$ cat config.mk
export PLATFORM = sky130hd
export DESIGN_NAME = alu_cmd_issuer_flat
export DESIGN_NICKNAME = d
export VERILOG_FILES = /design/src/rtl/alu_cmd_issuer_if.sv /design/src/rtl/alu_cmd_issuer.sv /design/src/flat_wrapper.sv
export SDC_FILE = /design/constraint.sdc
export NUM_CORES = 1
export LEC_CHECK = 0
export CORE_MARGIN = 2
export CORE_UTILIZATION = 40
export DETAILED_ROUTE_END_ITERATION = 8
export PLACE_DENSITY_LB_ADDON = 0.1
export SLEW_MARGIN = 15
export SYNTH_ARGS = -nofsm -noshare
export SYNTH_HDL_FRONTEND = slang
export SYNTH_SLANG_ARGS = --single-unit
$ cat constraint.sdc
create_clock -name clk -period 1.69 [get_ports clk]
set_input_delay 0.4225 -clock clk [delete_from_list [all_inputs] [get_ports clk]]
set_output_delay 0.4225 -clock clk [all_outputs]
set_load 0.005 [all_outputs]
$ cat src/rtl/alu_cmd_issuer_if.sv
// Bundle of the issuer's command, ALU, response and statistics signals.
// The issuer connects through the slave modport; the surrounding logic uses master.
interface alu_cmd_issuer_if #(
  parameter int TAG_W = 4
);
  logic             cmd_valid;
  logic             cmd_ready;
  logic [1:0]       cmd_op;
  logic             cmd_a_valid;
  logic             cmd_b_valid;
  logic [15:0]      cmd_m1;
  logic [15:0]      cmd_m2;
  logic [1:0]       alu_operation;
  logic             alu_a_valid;
  logic             alu_b_valid;
  logic             alu_start;
  logic [15:0]      alu_m1;
  logic [15:0]      alu_m2;
  logic             alu_valid;
  logic             alu_error;
  logic [47:0]      alu_result;
  logic             rsp_valid;
  logic             rsp_ready;
  logic [47:0]      rsp_result;
  logic             rsp_error;
  logic             rsp_timeout;
  logic [TAG_W-1:0] rsp_tag;
  logic [15:0]      done_count;
  logic [15:0]      err_count;

  modport slave (
    input  cmd_valid, cmd_op, cmd_a_valid, cmd_b_valid, cmd_m1, cmd_m2,
    input  alu_valid, alu_error, alu_result, rsp_ready,
    output cmd_ready, alu_operation, alu_a_valid, alu_b_valid, alu_start,
    output alu_m1, alu_m2, rsp_valid, rsp_result, rsp_error, rsp_timeout,
    output rsp_tag, done_count, err_count
  );

  modport master (
    output cmd_valid, cmd_op, cmd_a_valid, cmd_b_valid, cmd_m1, cmd_m2,
    output alu_valid, alu_error, alu_result, rsp_ready,
    input  cmd_ready, alu_operation, alu_a_valid, alu_b_valid, alu_start,
    input  alu_m1, alu_m2, rsp_valid, rsp_result, rsp_error, rsp_timeout,
    input  rsp_tag, done_count, err_count
  );
endinterface

$ cat src/rtl/alu_cmd_issuer.sv
// Requester front end for the complex ALU: issues one command at a time,
// waits for completion or timeout, and returns a tagged response with statistics.
module alu_cmd_issuer #(
  parameter int TIMEOUT = 64,
  parameter int TAG_W   = 4
) (
  input logic              clk,
  input logic              rst_n,
  alu_cmd_issuer_if.slave  bus
);

  typedef enum logic [1:0] {
    ST_IDLE = 2'd0,
    ST_BUSY = 2'd1,
    ST_RESP = 2'd2
  } state_t;

  localparam logic [15:0] TO_LAST = 16'(TIMEOUT - 1);

  state_t           r_state;
  logic [15:0]      r_cnt;
  logic [1:0]       r_alu_op;
  logic             r_alu_a_valid;
  logic             r_alu_b_valid;
  logic             r_alu_start;
  logic [15:0]      r_alu_m1;
  logic [15:0]      r_alu_m2;
  logic             r_rsp_valid;
  logic [47:0]      r_rsp_result;
  logic             r_rsp_error;
  logic             r_rsp_timeout;
  logic [TAG_W-1:0] r_rsp_tag;
  logic [15:0]      r_done_count;
  logic [15:0]      r_err_count;
  logic             w_complete;

  function automatic logic [15:0] sat_inc(input logic [15:0] v);
    if (v == 16'hFFFF) begin
      return v;
    end else begin
      return v + 16'd1;
    end
  endfunction

  assign w_complete = bus.alu_valid | bus.alu_error;

  // Issue/complete/respond sequencer; every output below is a register or a state decode.
  always_ff @(posedge clk) begin
    if (!rst_n) begin
      r_state       <= ST_IDLE;
      r_cnt         <= 16'd0;
      r_alu_op      <= 2'd0;
      r_alu_a_valid <= 1'b0;
      r_alu_b_valid <= 1'b0;
      r_alu_start   <= 1'b0;
      r_alu_m1      <= 16'd0;
      r_alu_m2      <= 16'd0;
      r_rsp_valid   <= 1'b0;
      r_rsp_result  <= 48'd0;
      r_rsp_error   <= 1'b0;
      r_rsp_timeout <= 1'b0;
      r_rsp_tag     <= '0;
      r_done_count  <= 16'd0;
      r_err_count   <= 16'd0;
    end else begin
      case (r_state)
        ST_IDLE: begin
          if (bus.cmd_valid) begin
            r_alu_op      <= bus.cmd_op;
            r_alu_a_valid <= bus.cmd_a_valid;
            r_alu_b_valid <= bus.cmd_b_valid;
            r_alu_m1      <= bus.cmd_m1;
            r_alu_m2      <= bus.cmd_m2;
            r_alu_start   <= 1'b1;
            r_cnt         <= 16'd0;
            r_state       <= ST_BUSY;
          end
        end
        ST_BUSY: begin
          // Completion wins over a timeout landing in the same cycle.
          if (w_complete || (r_cnt == TO_LAST)) begin
            r_rsp_result  <= w_complete ? bus.alu_result : 48'd0;
            r_rsp_error   <= bus.alu_error;
            r_rsp_timeout <= ~w_complete;
            r_rsp_valid   <= 1'b1;
            r_alu_op      <= 2'd0;
            r_alu_a_valid <= 1'b0;
            r_alu_b_valid <= 1'b0;
            r_alu_m1      <= 16'd0;
            r_alu_m2      <= 16'd0;
            r_alu_start   <= 1'b0;
            r_state       <= ST_RESP;
          end else begin
            r_cnt <= r_cnt + 16'd1;
          end
        end
        ST_RESP: begin
          if (bus.rsp_ready) begin
            r_rsp_valid  <= 1'b0;
            r_done_count <= sat_inc(r_done_count);
            if (r_rsp_error || r_rsp_timeout) begin
              r_err_count <= sat_inc(r_err_count);
            end
            r_rsp_tag    <= r_rsp_tag + TAG_W'(1);
            r_state      <= ST_IDLE;
          end
        end
        default: begin
          r_state     <= ST_IDLE;
          r_alu_start <= 1'b0;
          r_rsp_valid <= 1'b0;
        end
      endcase
    end
  end

  assign bus.cmd_ready     = (r_state == ST_IDLE);
  assign bus.alu_operation = r_alu_op;
  assign bus.alu_a_valid   = r_alu_a_valid;
  assign bus.alu_b_valid   = r_alu_b_valid;
  assign bus.alu_start     = r_alu_start;
  assign bus.alu_m1        = r_alu_m1;
  assign bus.alu_m2        = r_alu_m2;
  assign bus.rsp_valid     = r_rsp_valid;
  assign bus.rsp_result    = r_rsp_result;
  assign bus.rsp_error     = r_rsp_error;
  assign bus.rsp_timeout   = r_rsp_timeout;
  assign bus.rsp_tag       = r_rsp_tag;
  assign bus.done_count    = r_done_count;
  assign bus.err_count     = r_err_count;

endmodule

$ cat src/flat_wrapper.sv
// flat-port wrapper written by rule: the top's interface ports become plain ports
module alu_cmd_issuer_flat 
#(
  parameter int TIMEOUT = 64,
  parameter int TAG_W   = 4
)
  (clk, rst_n, bus_cmd_valid, bus_cmd_op, bus_cmd_a_valid, bus_cmd_b_valid, bus_cmd_m1, bus_cmd_m2, bus_alu_valid, bus_alu_error, bus_alu_result, bus_rsp_ready, bus_cmd_ready, bus_alu_operation, bus_alu_a_valid, bus_alu_b_valid, bus_alu_start, bus_alu_m1, bus_alu_m2, bus_rsp_valid, bus_rsp_result, bus_rsp_error, bus_rsp_timeout, bus_rsp_tag, bus_done_count, bus_err_count);
  alu_cmd_issuer_if #(.TAG_W(TAG_W)) bus_i ();
  input logic clk;
  input logic rst_n;
  input wire logic [$bits(bus_i.cmd_valid)-1:0] bus_cmd_valid;
  input wire logic [$bits(bus_i.cmd_op)-1:0] bus_cmd_op;
  input wire logic [$bits(bus_i.cmd_a_valid)-1:0] bus_cmd_a_valid;
  input wire logic [$bits(bus_i.cmd_b_valid)-1:0] bus_cmd_b_valid;
  input wire logic [$bits(bus_i.cmd_m1)-1:0] bus_cmd_m1;
  input wire logic [$bits(bus_i.cmd_m2)-1:0] bus_cmd_m2;
  input wire logic [$bits(bus_i.alu_valid)-1:0] bus_alu_valid;
  input wire logic [$bits(bus_i.alu_error)-1:0] bus_alu_error;
  input wire logic [$bits(bus_i.alu_result)-1:0] bus_alu_result;
  input wire logic [$bits(bus_i.rsp_ready)-1:0] bus_rsp_ready;
  output wire logic [$bits(bus_i.cmd_ready)-1:0] bus_cmd_ready;
  output wire logic [$bits(bus_i.alu_operation)-1:0] bus_alu_operation;
  output wire logic [$bits(bus_i.alu_a_valid)-1:0] bus_alu_a_valid;
  output wire logic [$bits(bus_i.alu_b_valid)-1:0] bus_alu_b_valid;
  output wire logic [$bits(bus_i.alu_start)-1:0] bus_alu_start;
  output wire logic [$bits(bus_i.alu_m1)-1:0] bus_alu_m1;
  output wire logic [$bits(bus_i.alu_m2)-1:0] bus_alu_m2;
  output wire logic [$bits(bus_i.rsp_valid)-1:0] bus_rsp_valid;
  output wire logic [$bits(bus_i.rsp_result)-1:0] bus_rsp_result;
  output wire logic [$bits(bus_i.rsp_error)-1:0] bus_rsp_error;
  output wire logic [$bits(bus_i.rsp_timeout)-1:0] bus_rsp_timeout;
  output wire logic [$bits(bus_i.rsp_tag)-1:0] bus_rsp_tag;
  output wire logic [$bits(bus_i.done_count)-1:0] bus_done_count;
  output wire logic [$bits(bus_i.err_count)-1:0] bus_err_count;
  assign bus_i.cmd_valid = bus_cmd_valid;
  assign bus_i.cmd_op = bus_cmd_op;
  assign bus_i.cmd_a_valid = bus_cmd_a_valid;
  assign bus_i.cmd_b_valid = bus_cmd_b_valid;
  assign bus_i.cmd_m1 = bus_cmd_m1;
  assign bus_i.cmd_m2 = bus_cmd_m2;
  assign bus_i.alu_valid = bus_alu_valid;
  assign bus_i.alu_error = bus_alu_error;
  assign bus_i.alu_result = bus_alu_result;
  assign bus_i.rsp_ready = bus_rsp_ready;
  assign bus_cmd_ready = bus_i.cmd_ready;
  assign bus_alu_operation = bus_i.alu_operation;
  assign bus_alu_a_valid = bus_i.alu_a_valid;
  assign bus_alu_b_valid = bus_i.alu_b_valid;
  assign bus_alu_start = bus_i.alu_start;
  assign bus_alu_m1 = bus_i.alu_m1;
  assign bus_alu_m2 = bus_i.alu_m2;
  assign bus_rsp_valid = bus_i.rsp_valid;
  assign bus_rsp_result = bus_i.rsp_result;
  assign bus_rsp_error = bus_i.rsp_error;
  assign bus_rsp_timeout = bus_i.rsp_timeout;
  assign bus_rsp_tag = bus_i.rsp_tag;
  assign bus_done_count = bus_i.done_count;
  assign bus_err_count = bus_i.err_count;
  alu_cmd_issuer #(.TIMEOUT(TIMEOUT), .TAG_W(TAG_W)) u_core (.clk(clk), .rst_n(rst_n), .bus(bus_i));
endmodule
Word-level counts from Yosys, hierarchy flattened
Cells that the tools add are included.

Logic and storage cells: 73. Output and inout bits: 125. Input port bits: 90. Bits in registers: 142.

Reductions and logical operators: 13. Muxes and demuxes: 26. Equality and inequality tests: 9. $add $sub $neg: 4. Bitwise operators: 6.

Operator list (number): $pmux 16 s2 (3); $mux 16 (5); $add 16x1->16 const B (3); $mux 48 (1); $eq 16x16->1 const B (2); $reduce_and 3->1 (6); $eq 16x6->1 const B (1); $mux 2 (5); $mux 1 (6); $ne 2x2->1 const B (3); $pmux 1 s3 (2); $pmux 2 s3 (1); $not 1->1 (5); $add 4x1->4 const B (1); $pmux 1 s2 (2); $pmux 2 s2 (1); $reduce_and 2->1 (2); $reduce_and 4->1 (1); $eq 2x1->1 const B (1); $eq 2x2->1 const B (1); $logic_not 2->1 (1); $logic_or 1x1->1 (2); $ne 2x1->1 const B (1); $reduce_bool 2->1 (1); $or 1x1->1 (1).

Logic depth before layout (Yosys ltp)
Depth in word-level cells: 4. Depth in mapped cells: 8. Mapped depth without buffers: 5.

Worst setup path before layout
OpenSTA, ideal clock, no wires.

Path type: register -> register. From: register u_core.r_cnt[0]. To: register u_core.r_rsp_result[18] (netlist: u_core.bus.rsp_result[18]). Arrival time: 1.804 ns. Cell stages (with the launch flop): 8. Setup time: 0.061 ns. Slack: -0.175 ns. Data required time: 1.629 ns. Path through: dfxtp_1 -> ha_1 -> and3_1 -> and4_1 -> buf_4 -> o31ai_4 -> clkbuf_1 -> a32o_1.

Cells in the longest elaborated chain, start to end: 3.

Ends and longest elaborated chain: from (decl) (line alu_cmd_issuer.sv:21) `logic [15:0] r_cnt;`; from (signal assigned) (line alu_cmd_issuer.sv:94) `r_cnt <= r_cnt + 16'd1;`; $eq 16x6->1 (line alu_cmd_issuer.sv:81) `if (w_complete || (r_cnt == TO_LAST)) begin`; $logic_or 1x1->1 (line alu_cmd_issuer.sv:81); $reduce_and 2->1 (no source line); to (signal assigned) (line alu_cmd_issuer.sv:82) `r_rsp_result <= w_complete ? bus.alu_result : 48'd0;`; to (decl) (line alu_cmd_issuer.sv:29) `logic [47:0] r_rsp_result;`.

No other way between the ends. A chain may end at the register's enable or synchronous reset.

Worst setup path after layout
From: register u_core.r_cnt[15]. To: register u_core.r_rsp_result[8] (netlist: u_core.bus.rsp_result[8]).

Same word-level chain as after synthesis.

==> metrics.md <==
| Metric | Value |
|---|---|
| Nets@finish | `approximately 960` |
| Placed Instances | `~1,000` |
| Worst-margin pin slew | `0.6479 ns` |
| Reg clk slew, reported paths | `0.06 ns` |
| Vias in the first global route | `slightly below 6k` |
| # Max-Cap Violations | `0` |
| Fin area | `9807 um2` |
| Power density over cell area | `831.0 nW/um2` |
| Synthesis warning total | `0` |
| Pin count of the biggest net entering global routing | `44` |
| Fin cells | `between 1k and 1.5k` |
| Total grt overflow | `0` |
| Buffers on Ports | `214` |
| Worst setup startpoint | `u_core.r_cnt[15]` |
| WP data arrival | `between 2 and 2.5 ns` |
| Asr flop ratio synth | `0%` |
| Area post-placement | `about 8700 um2` |
| Hold_ws | `between 0.4 and 0.5 ns` |
| R2r worst-path depth | `6` |
| DIE HEIGHT | `123.9 um` |
| Flop pwr share | `between 40 and 50%` |
| Worst Hold Class | `primary input to flip-flop` |
| P&R area growth vs syn | `70.58%` |
| Setup_tns | `-2.611 ns` |
| Total I/O pin count | `215` |
| Worst r2r src | `u_core.r_cnt[15]` |
| Final setup viols | `66` |
| Final Cycle Share | `104.0%` |
| Syn_area_per_cell | `slightly above 10 um2` |
| Area leader, netlist | `dfxtp_1` |
| Placer Congestion | `between 0.8 and 0.9` |
| Relative slew slack | `56.72%` |
| RSZ-0062 raised after global routing | `yes` |
| Via count | `just over 6k` |
| Final setup margin | `-0.06795 ns` |
| Critical Path End | `u_core.bus.rsp_result[8]` |
| Yosys reg bits | `approximately 140` |
| Synth Net Count | `between 600 and 700` |
| Predominant post-synthesis flop cell | `dfxtp_1` |
| CTS buffer count | `17` |
| Clk sinks | `142` |
| First-pass GRT wire length | `between 20,000 and 30,000 um` |
| Lkg Pwr | `4.286 nW` |
| Final min period | `1.758 ns` |
| Sw power | `approximately 0.0019 W` |
| Clock power frac | `45.0%` |
| Top cell type's share of synthesized area | `around half` |
| Rows | `between 40 and 50` |
| Failing checks | `negative setup slack` |
| Diode count | `0` |
| Power Total | `0.008150 W` |
| H-tree level count | `4` |
| CORE AREA | `13,930 um2` |
| Clock skew | `0.006362 ns` |
| Outcome | `finished, violations left` |
| Sequential area share after synthesis | `49.45%` |
| # hold bufs at CTS | `0` |
| Sw Ratio | `between 20% and 30%` |
| DRT iter0 DRCs | `500` |
| Overall routing resource usage | `roughly 25%` |
| Routed wire per std cell | `slightly below 20 um` |
| Die area | `15,350 um2` |
| Fmax | `around 0.57 GHz` |
| Critical path class | `flip-flop to flip-flop` |
| Share of cells above drive strength 1 | `between 20% and 30%` |
| CP Capture Type | `flip-flop` |
| Initial antenna violation count | `0` |
| Post-synth cell types | `54` |
| Post-synth EDFFs | `0` |
| Crit Path Max Fanout | `9` |
| HPWL Detailed | `about 13,000 um` |
| CTS tree | `built` |
| Worst flop-to-flop path endpoint | `u_core.bus.rsp_result[8]` |
| Worst vdd ir | `0.8749 mV` |
| Die Wd | `about 120 um` |
| TritonRoute pass-1 iters | `5` |
| Skew-Pair Late Insertion Delay | `0.42 ns` |
| R2R Setup Slk | `-0.07 ns` |
| Final hold violations | `0` |
| DRT antenna net count | `0` |
| Top cells by area, synth | `dfxtp_1, a32o_1, mux2i_1, nand2_1, nand2b_1` |
| Fin. max-slew vios | `0` |
| Internal cell power | `about 0.0063 W` |
| Clk root buf | `clkbuf_16` |
| Critical Path RT | `roughly 2.0 ns` |
| Mapped Area | `5749 um2` |
| Routed vias/inst | `around 5.8` |
| Syn Inst Count | `557` |
| Clock buffer depth | `2` |
| Initial core utilization | `between 40% and 50%` |
| Post-route DRC | `0` |
| Post-Route WL | `around 20,000 um` |
| Gate power share | `11.7%` |
| Crit start category | `flip-flop` |
cells in the mapped netlist (all sizes together) (9+ instances only):
cell type	count
nand2b	19
buf	21
nor2	14
mux2i	16
clkbuf	24
nand4	16
a21oi	21
o21ai	11
a31oi	9
a32o	85
dfxtp	142
nand3	17
nor4	11
o31ai	10
nand2	39
routing by layer:
| layer | track usage, % | vias up | routed length [um] |
|---|---|---|---|
| met2 | 44.85 | 248 | 10460 |
| li1 | - | 2853 | - |
| met4 | 6.952 | 0 | 343 |
| met3 | 8.379 | 34 | 1602 |
| met1 | 28.91 | 2986 | 7998 |
| met5 | 0 | - | 0 |
state kept, by name (all words and copies together) (netlist names), 2 cells and up:
register and count:
u_core.bus.rsp_result 48, u_core.bus.alu_m1 16, u_core.bus.alu_m2 16, u_core.bus.done_count 16
u_core.bus.err_count 16, u_core.r_cnt 16, u_core.bus.rsp_tag 4, u_core.bus.alu_operation 2
u_core.r_state 2
placed cells by master (no fill, tap or decap), types with 3 or more instances in the layout:
cell / Yosys / routed
dlygate4sd2_1: 0 / 112
buf_4: 3 / 101
dfxtp_1: 142 / 97
clkdlybuf4s50_1: 0 / 88
a32o_1: 85 / 84
nand2_1: 39 / 36
dfxtp_2: 0 / 34
a21oi_1: 21 / 20
clkbuf_16: 0 / 20
nand2b_1: 19 / 19
nand4_1: 16 / 16
mux2i_1: 16 / 16
nand3_1: 17 / 15
nor2_1: 13 / 12
dlymetal6s2s_1: 0 / 12
dfxtp_4: 0 / 11
buf_6: 3 / 9
nor3_1: 8 / 8
o21ai_0: 9 / 8
o31ai_1: 9 / 7
a31oi_1: 9 / 7
inv_1: 7 / 7
and4_1: 8 / 6
or4_1: 8 / 6
buf_12: 0 / 6
a211oi_1: 7 / 5
o211ai_1: 5 / 5
nor4_1: 10 / 5
nor4_4: 1 / 4
o41ai_1: 5 / 4
or3_1: 5 / 4
clkinvlp_4: 0 / 4
nor2b_4: 0 / 3
nand3b_1: 3 / 3
nand2_2: 0 / 3
nand4b_1: 3 / 3
and3_1: 4 / 3
o311ai_1: 0 / 3
ha_4: 0 / 3
clkbuf_1: 24 / 3
what timing repair did:
action,CTS,global route
pin swaps,17,21
setup endpoints to repair,238,134
cloned,4,5
buffers inserted,18,10
endpoints found under the hold margin,0,0
gates resized for setup,184,60
final cells by class:
type                    count  area [um2]
well taps                 180       225.2
clock buffers              22       464.2
fillers                  1049        4128
inverters                   8       30.03
clock inverters             9       112.6
flip-flops and latches    142        2927
multi-input cells         364        2912
repair buffers            336        3137
worst min path at each step:
stage / startpoint / to / slack (ns) / depth (start not counted)
2_1_floorplan: u_core.r_cnt[12] / u_core.r_cnt[12] / 0.45 / 1
4_1_cts: rst_n / u_core.bus.alu_start / 0.41 / 4
3_5_place_dp: u_core.bus.rsp_valid / u_core.bus.rsp_valid / 0.48 / 2
3_3_place_gp: u_core.bus.rsp_valid / u_core.bus.rsp_valid / 0.47 / 2
6_report: rst_n / u_core.bus.alu_start / 0.43 / 4
5_1_grt: rst_n / u_core.bus.alu_start / 0.44 / 4
per-stage QoR:
stage	util, %	setup WS (ns)
finish	70.38	-0.06795
global route	70.38	-0.1342
CTS	67.91	-0.1295
detailed placement	62.26	-0.6232
global placement	62.26	-0.5267
floorplan	-	-0.05332
cell families (layout without fill, tap and decap cells):
kind of cell | after synthesis | after routing | synth area share, %
xor+xnor | 3 | 3 | 0.4571
flops | 142 | 142 | 49.45
mux | 16 | 16 | 2.786
buf+inv | 53 | 375 | 4.374
fa+ha+maj | 4 | 4 | 0.8705
simple gates | 171 | 173 | 17.41
compound gates | 168 | 168 | 24.66
worst max-delay path, cell delays in order, from the launching register on:
cell	delay (ns)
dfxtp_1	0.32
nor4_2	0.34
and4_4	0.31
o31ai_4	0.08
buf_12	0.17
buf_12	0.15
a32o_2	0.27
power by group through the flow:
| stage | clock network [W] | registers, W | logic [W] |
|---|---|---|---|
| floorplan | 0 | 0.00362 | 0.000300 |
| global placement | 0 | 0.00361 | 0.000906 |
| detailed placement | 0 | 0.00362 | 0.000923 |
| CTS | 0.00372 | 0.00353 | 0.000905 |
| global route | 0.00385 | 0.00354 | 0.00102 |
| finish | 0.00366 | 0.00353 | 0.000956 |
(Power assumes the default switching activity.)
